==> config.mk <==
export PLATFORM = sky130hd
export DESIGN_NAME = sram_like_bridge
export DESIGN_NICKNAME = d
export VERILOG_FILES = /design/src/rtl/sram_like_pkg.sv /design/src/rtl/sram_like_discard_cnt.sv /design/src/rtl/sram_like_bridge.sv
export SDC_FILE = /design/constraint.sdc
export NUM_CORES = 1
export LEC_CHECK = 0
export BUFFER_PORTS_ARGS = -buffer_cell sky130_fd_sc_hd__buf_2
export CAP_MARGIN = 20
export CELL_PAD_IN_SITES_DETAIL_PLACEMENT = 1
export CELL_PAD_IN_SITES_GLOBAL_PLACEMENT = 2
export CORE_MARGIN = 2
export CORE_UTILIZATION = 26
export DETAILED_ROUTE_END_ITERATION = 12
export GPL_TIMING_DRIVEN = 1
export PLACE_DENSITY_LB_ADDON = 0.25
export SLEW_MARGIN = 20
export SYNTH_ARGS = -nofsm -noshare
export SYNTH_HDL_FRONTEND = slang
export SYNTH_SLANG_ARGS = --single-unit
==> constraint.sdc <==
create_clock -name clk -period 3.4 [get_ports clk]
set_input_delay 0.68 -clock clk [delete_from_list [all_inputs] [get_ports clk]]
set_output_delay 0.68 -clock clk [all_outputs]
set_load 0.1 [all_outputs]
==> src/rtl/sram_like_pkg.sv <==
// Shared types and helpers for the pipeline-port to SRAM-like bus bridge:
// FSM state encoding, bus transfer-size codes and byte-enable decoding.
package sram_like_pkg;

  typedef enum logic [1:0] {
    IDLE = 2'b00,
    ADDR = 2'b01,
    DATA = 2'b10,
    DONE = 2'b11
  } state_t;

  localparam logic [1:0] SIZE_B = 2'b00;
  localparam logic [1:0] SIZE_H = 2'b01;
  localparam logic [1:0] SIZE_W = 2'b10;

  // Only naturally aligned byte/half/word enables are legal; others fall back to word.
  function automatic logic [1:0] wen_to_size(input logic [3:0] wen);
    logic [1:0] size;
    case (wen)
      4'b0001, 4'b0010, 4'b0100, 4'b1000: size = SIZE_B;
      4'b0011, 4'b1100:                   size = SIZE_H;
      default:                            size = SIZE_W;
    endcase
    return size;
  endfunction

endpackage

==> src/rtl/sram_like_discard_cnt.sv <==
// Saturating up/down counter tracking flushed bus transactions whose
// responses must still be dropped.
module sram_like_discard_cnt #(
  parameter int MAX_DISCARD = 3,
  localparam int CNT_W = $clog2(MAX_DISCARD + 1)
) (
  input  logic clk,
  input  logic rst,
  input  logic inc,
  input  logic dec,
  output logic full,
  output logic nonzero
);

  logic [CNT_W-1:0] cnt_r;

  assign full    = (cnt_r == CNT_W'(MAX_DISCARD));
  assign nonzero = (cnt_r != {CNT_W{1'b0}});

  // Counter update; simultaneous inc and dec cancel out.
  always_ff @(posedge clk or posedge rst) begin
    if (rst) begin
      cnt_r <= {CNT_W{1'b0}};
    end else if (inc & ~dec & ~full) begin
      cnt_r <= cnt_r + CNT_W'(1);
    end else if (dec & ~inc & nonzero) begin
      cnt_r <= cnt_r - CNT_W'(1);
    end else begin
      cnt_r <= cnt_r;
    end
  end

endmodule

==> src/rtl/sram_like_bridge.sv <==
// Bridge from a single-cycle, stall-based pipeline SRAM port to the
// SRAM-like split-handshake bus, with flush-safe response discarding.
module sram_like_bridge
  import sram_like_pkg::*;
#(
  parameter int         ADDR_W      = 32,
  parameter int         DATA_W      = 32,
  parameter bit         WRITE_EN    = 1'b0,
  parameter int         MAX_DISCARD = 3,
  parameter logic [1:0] READ_SIZE   = 2'b10,
  localparam int        WEN_W       = DATA_W / 8
) (
  input  logic              clk,
  input  logic              rst,
  input  logic              longest_stall,
  input  logic              flush,
  input  logic              sram_en,
  input  logic [WEN_W-1:0]  sram_wen,
  input  logic [ADDR_W-1:0] sram_addr,
  input  logic [DATA_W-1:0] sram_wdata,
  output logic [DATA_W-1:0] sram_rdata,
  output logic              stall,
  output logic              bus_req,
  output logic              bus_wr,
  output logic [1:0]        bus_size,
  output logic [ADDR_W-1:0] bus_addr,
  output logic [DATA_W-1:0] bus_wdata,
  input  logic              bus_addr_ok,
  input  logic              bus_data_ok,
  input  logic [DATA_W-1:0] bus_rdata
);

  state_t            state_r, state_n;
  logic              req_kill_r, req_kill_n;
  logic              bus_req_r;
  logic [ADDR_W-1:0] addr_r;
  logic              wr_r;
  logic [1:0]        size_r;
  logic [DATA_W-1:0] wdata_r;
  logic [DATA_W-1:0] rdata_r;

  logic       inc_s, dec_s, full_s, nonzero_s;
  logic       issue_s, capture_s, own_data_s;
  logic       wr_s;
  logic [1:0] wsize_s;

  assign wr_s       = WRITE_EN & (sram_wen != {WEN_W{1'b0}});
  assign wsize_s    = wen_to_size(4'(sram_wen));
  // A data_ok belongs to the current access only once older killed ones have drained.
  assign own_data_s = bus_data_ok & ~nonzero_s;
  assign dec_s      = bus_data_ok & nonzero_s;

  sram_like_discard_cnt #(
    .MAX_DISCARD (MAX_DISCARD)
  ) u_discard_cnt (
    .clk     (clk),
    .rst     (rst),
    .inc     (inc_s),
    .dec     (dec_s),
    .full    (full_s),
    .nonzero (nonzero_s)
  );

  // Next-state, kill tracking, discard increment and capture strobes.
  always_comb begin
    state_n    = state_r;
    req_kill_n = 1'b0;
    inc_s      = 1'b0;
    issue_s    = 1'b0;
    capture_s  = 1'b0;
    case (state_r)
      IDLE: begin
        // A draining response frees a discard slot in the same cycle.
        if (sram_en & ~flush & (~full_s | dec_s)) begin
          state_n = ADDR;
          issue_s = 1'b1;
        end else begin
          state_n = IDLE;
        end
      end
      ADDR: begin
        if (bus_addr_ok) begin
          if (req_kill_r | flush) begin
            state_n = IDLE;
            inc_s   = ~own_data_s;
          end else if (own_data_s) begin
            state_n   = DONE;
            capture_s = ~wr_r;
          end else begin
            state_n = DATA;
          end
        end else begin
          // Request stays on the bus until accepted, even after a flush.
          state_n    = ADDR;
          req_kill_n = req_kill_r | flush;
        end
      end
      DATA: begin
        if (own_data_s) begin
          if (req_kill_r | flush) begin
            state_n = IDLE;
          end else begin
            state_n   = DONE;
            capture_s = ~wr_r;
          end
        end else if (flush) begin
          state_n = IDLE;
          inc_s   = 1'b1;
        end else begin
          state_n = DATA;
        end
      end
      DONE: begin
        if (~longest_stall | flush) begin
          state_n = IDLE;
        end else begin
          state_n = DONE;
        end
      end
      default: begin
        state_n = IDLE;
      end
    endcase
  end

  // State, kill flag and registered bus request.
  always_ff @(posedge clk or posedge rst) begin
    if (rst) begin
      state_r    <= IDLE;
      req_kill_r <= 1'b0;
      bus_req_r  <= 1'b0;
    end else begin
      state_r    <= state_n;
      req_kill_r <= req_kill_n;
      bus_req_r  <= (state_n == ADDR);
    end
  end

  // Request field latches, loaded only when a new access is issued.
  always_ff @(posedge clk or posedge rst) begin
    if (rst) begin
      addr_r  <= {ADDR_W{1'b0}};
      wr_r    <= 1'b0;
      size_r  <= 2'b00;
      wdata_r <= {DATA_W{1'b0}};
    end else if (issue_s) begin
      addr_r  <= sram_addr;
      wr_r    <= wr_s;
      size_r  <= wr_s ? wsize_s : READ_SIZE;
      wdata_r <= sram_wdata;
    end else begin
      addr_r  <= addr_r;
      wr_r    <= wr_r;
      size_r  <= size_r;
      wdata_r <= wdata_r;
    end
  end

  // Read data capture for the current, unkilled read.
  always_ff @(posedge clk or posedge rst) begin
    if (rst) begin
      rdata_r <= {DATA_W{1'b0}};
    end else if (capture_s) begin
      rdata_r <= bus_rdata;
    end else begin
      rdata_r <= rdata_r;
    end
  end

  assign stall      = sram_en & (state_r != DONE);
  assign bus_req    = bus_req_r;
  assign bus_wr     = wr_r;
  assign bus_size   = size_r;
  assign bus_addr   = addr_r;
  assign bus_wdata  = wdata_r;
  assign sram_rdata = rdata_r;

endmodule

==> impl_summary.log <==
INFO  metric outcome = complete, no violations
INFO  metric cp-endpoint = stall
INFO  metric cts-resized-gates = 0
INFO  metric fin_crit = 2.23 ns
INFO  metric dp_hpwl = 7.63 mm
INFO  metric pre_antenna_drt_iters = 6
INFO  metric report.final.hold_viol_count = 0
INFO  metric fin_setup_tns = 0 ns
INFO  metric num_antenna_cells = 0
INFO  metric synth-async-reset-ratio = 100%
INFO  metric synth-main-ff-cell = dfrtp_1
INFO  metric yosysWarnings = 0
INFO  metric drc = 0
INFO  metric worstSetupStartpoint = state_r[0]$_DFF_PP0_
INFO  metric grt_pass1_vias = 2986
INFO  metric worst_setup_path_end_kind = primary output
INFO  metric clock_tree.htree_level_count = 3
INFO  metric synth_cell_types = 31
INFO  metric clk_transition_reported_paths = 0.06 ns
INFO  metric detail-route-antenna-nets = 0
INFO  metric routed_via_density = 4.19
INFO  metric tightestPinTransition = 0.697 ns
INFO  metric detail_route.wl_per_cell = 15.0 µm
INFO  metric cts_buffers = 9
INFO  metric most_frequent_cells_in_the_layout = buf_2 (201), dfrtp_1 (103), mux2_2 (66), mux2_4 (30), clkbuf_16 (9)
INFO  metric layout.cells.most_common = buf_2
INFO  metric placement.io_buffers = 201
INFO  metric detailroute.wirelength.met3 = 696 µm
INFO  metric postSynthAreaPerCell = 16.5 µm²
INFO  metric maxUsedRoutingLayer = met4
INFO  metric area.growth.synth_to_final = 36.2%
INFO  metric critical_path.max_fanout = 3
INFO  metric arrival_time_worst_endpoint = 1.55 ns
INFO  metric crit_required = 2.72 ns
INFO  metric sequential_area_share_after_synthesis = 61.6%
INFO  metric timing.final.setup_violations = 0
INFO  metric max-clock-path-buffers = 2
INFO  metric rows = 46
INFO  metric drt_iter0_drc = 58
INFO  metric finClkSkew = 0.00696 ns
INFO  metric core_area = 0.0158 mm²
INFO  metric floorplan.initialDensity = 26.4%
INFO  metric wirelength = 10.1 mm
INFO  metric tritoncts_clock_tree = built
INFO  metric clkLatencyLatePin = 0.34 ns
INFO  metric wl_met2 = 5.02 mm
INFO  metric timing.hold.worst.class = input port to async pin
INFO  metric reg2reg_slack = 1.28 ns
INFO  metric holdBufCountCts = 0
INFO  metric fin_nets = 570
INFO  metric detailroute.via_count = 2834
INFO  metric slew_headroom = 53.5%
INFO  metric number_of_maximum_capacitance_constraint_violations = 0
INFO  metric sequence_of_cells_on_the_critical_path = ha_1, nor2b_1, buf_2
INFO  metric die-height = 131 µm
INFO  metric unrepaired_setup_endpoints_after_global_routing = no
INFO  metric synth.cell_area = 0.00418 mm²
INFO  metric io-pin-count = 208
INFO  metric path_type_of_the_worst_setup_path = flop to primary output
INFO  metric cts.root.buffer_cell = clkbuf_16
INFO  metric overflow_left_after_global_routing = 0
INFO  metric worstReg2RegEnd = sram_rdata[31]$_DFFE_PP0P_
INFO  metric postSynthRegisterBits = 103
INFO  metric post_cts_buffers = 0
INFO  metric final_min_period_over_clock_period = 65.5%
INFO  metric timing.critical_path.from_type = flop
INFO  metric global_route_usage_over_all_layers = 11.8%
INFO  metric critPathSlowestCell = buf_2
INFO  metric final-max-slew-violation-count = 0
INFO  metric grt_start_max_net_pins = 54
INFO  metric layout-drive-gt1-share = 69.0%
INFO  metric die-width = 131 µm
INFO  metric final.fill_count = 1724
INFO  metric r2r_start = state_r[1]$_DFF_PP0_
INFO  metric maxClockFrequency = 0.449 GHz
INFO  metric synth_enable_flop_cells = 0
INFO  metric clock-sinks = 103
INFO  metric grt_pass1_wl = 15.4 mm
INFO  metric drt-met1-wl = 4.27 mm
INFO  metric worst_reg_to_reg_path_cell_count = 6
INFO  metric place_congestion = 0.686
INFO  metric die_area = 0.0171 mm²
INFO  metric syn_inst = 253
INFO  metric antenna_found_initial = 0
INFO  metric worst_path_largest_cell_delay = 0.43 ns
registers in the layout, summed over array words and instances, names as in the netlist:
signal	cells
bus_size	1
u_discard_cnt.cnt_r	2
bus_wdata	32
sram_rdata	32
bus_req	1
bus_addr	32
state_r	2
req_kill_r	1
cell usage after synthesis (2+ instances only):
library cell	number	area, µm²
a21o_1	2	15.0
a31oi_1	2	12.5
and2_1	2	12.5
buf_4	8	60.1
buf_6	3	33.8
dfrtp_1	103	2580
ha_1	5	62.6
inv_1	5	18.8
mux2_2	66	743
mux2_4	30	450
nand2_1	3	11.3
nor2_1	3	11.3
nor2b_1	2	12.5
o21ai_0	2	10.0
critical path, delay by kind of cell (launching register included):
family / cells / cell delay (ns)
adder cells (fa/ha/maj): 1 / 0.25
AND/OR/NAND/NOR: 1 / 0.13
buffers and inverters: 1 / 0.43
flip-flops: 1 / 0.40
cell type report:
class                      count  area (µm²)  area share [%]
tap                          216         270            4.74
sequential                   103        2580            45.2
multi-input combinational    134        1490            26.2
inverter                       5        21.3           0.373
timing repair buffer         205        1050            18.4
clock inverter                 3        45.0           0.791
clock buffer                  11         243            4.26
per-layer routing:
metal	track usage, %	vias to the layer above
met5	0	-
met4	4.88	0
met3	3.22	9
met2	20.1	111
met1	14.1	1421
li1	-	1293
cell families after synthesis:
| logic type | after synthesis | share of synthesized area [%] |
|---|---|---|
| DFF | 103 | 61.6 |
| muxes | 96 | 28.5 |
| buffers and inverters | 17 | 2.81 |
| AOI/OAI and AO/OA | 15 | 2.63 |
| and+or+nand+nor | 15 | 2.63 |
| adders and majority gates | 5 | 1.50 |
| other | 1 | 0.0896 |
| xor gates and xnor gates | 1 | 0.209 |
how the worst min path moves through the flow:
stage	start	endpoint	slack, ns
2_1_floorplan	u_discard_cnt.cnt_r[0]$_DFFE_PP0P_	u_discard_cnt.cnt_r[0]$_DFFE_PP0P_	0.56
3_3_place_gp	bus_size[1]$_DFFE_PP0P_	bus_size[1]$_DFFE_PP0P_	0.45
3_5_place_dp	bus_size[1]$_DFFE_PP0P_	bus_size[1]$_DFFE_PP0P_	0.45
4_1_cts	rst	bus_addr[3]$_DFFE_PP0P_	0.47
5_1_grt	rst	bus_addr[19]$_DFFE_PP0P_	0.49
6_report	rst	bus_addr[3]$_DFFE_PP0P_	0.44
stage by stage:
stage / instances / cell area (µm²) / hold slack, ns / util (%) / setup slack [ns]
after floorplan: 254 / 4190 / 0.560 / - / 0.0162
after global placement: 663 / 5410 / 0.449 / 34.2 / 1.03
after detailed placement: 663 / 5410 / 0.452 / 34.2 / 1.00
after CTS: 677 / 5700 / 0.467 / 36.0 / 1.13
after global routing: 677 / 5700 / 0.495 / 36.0 / 1.10
final: 677 / 5700 / 0.438 / 36.0 / 1.17
Power is left out: the tool's default activity adds up to more than one toggle a clock period on the data nets, which glitch-free logic cannot reach.
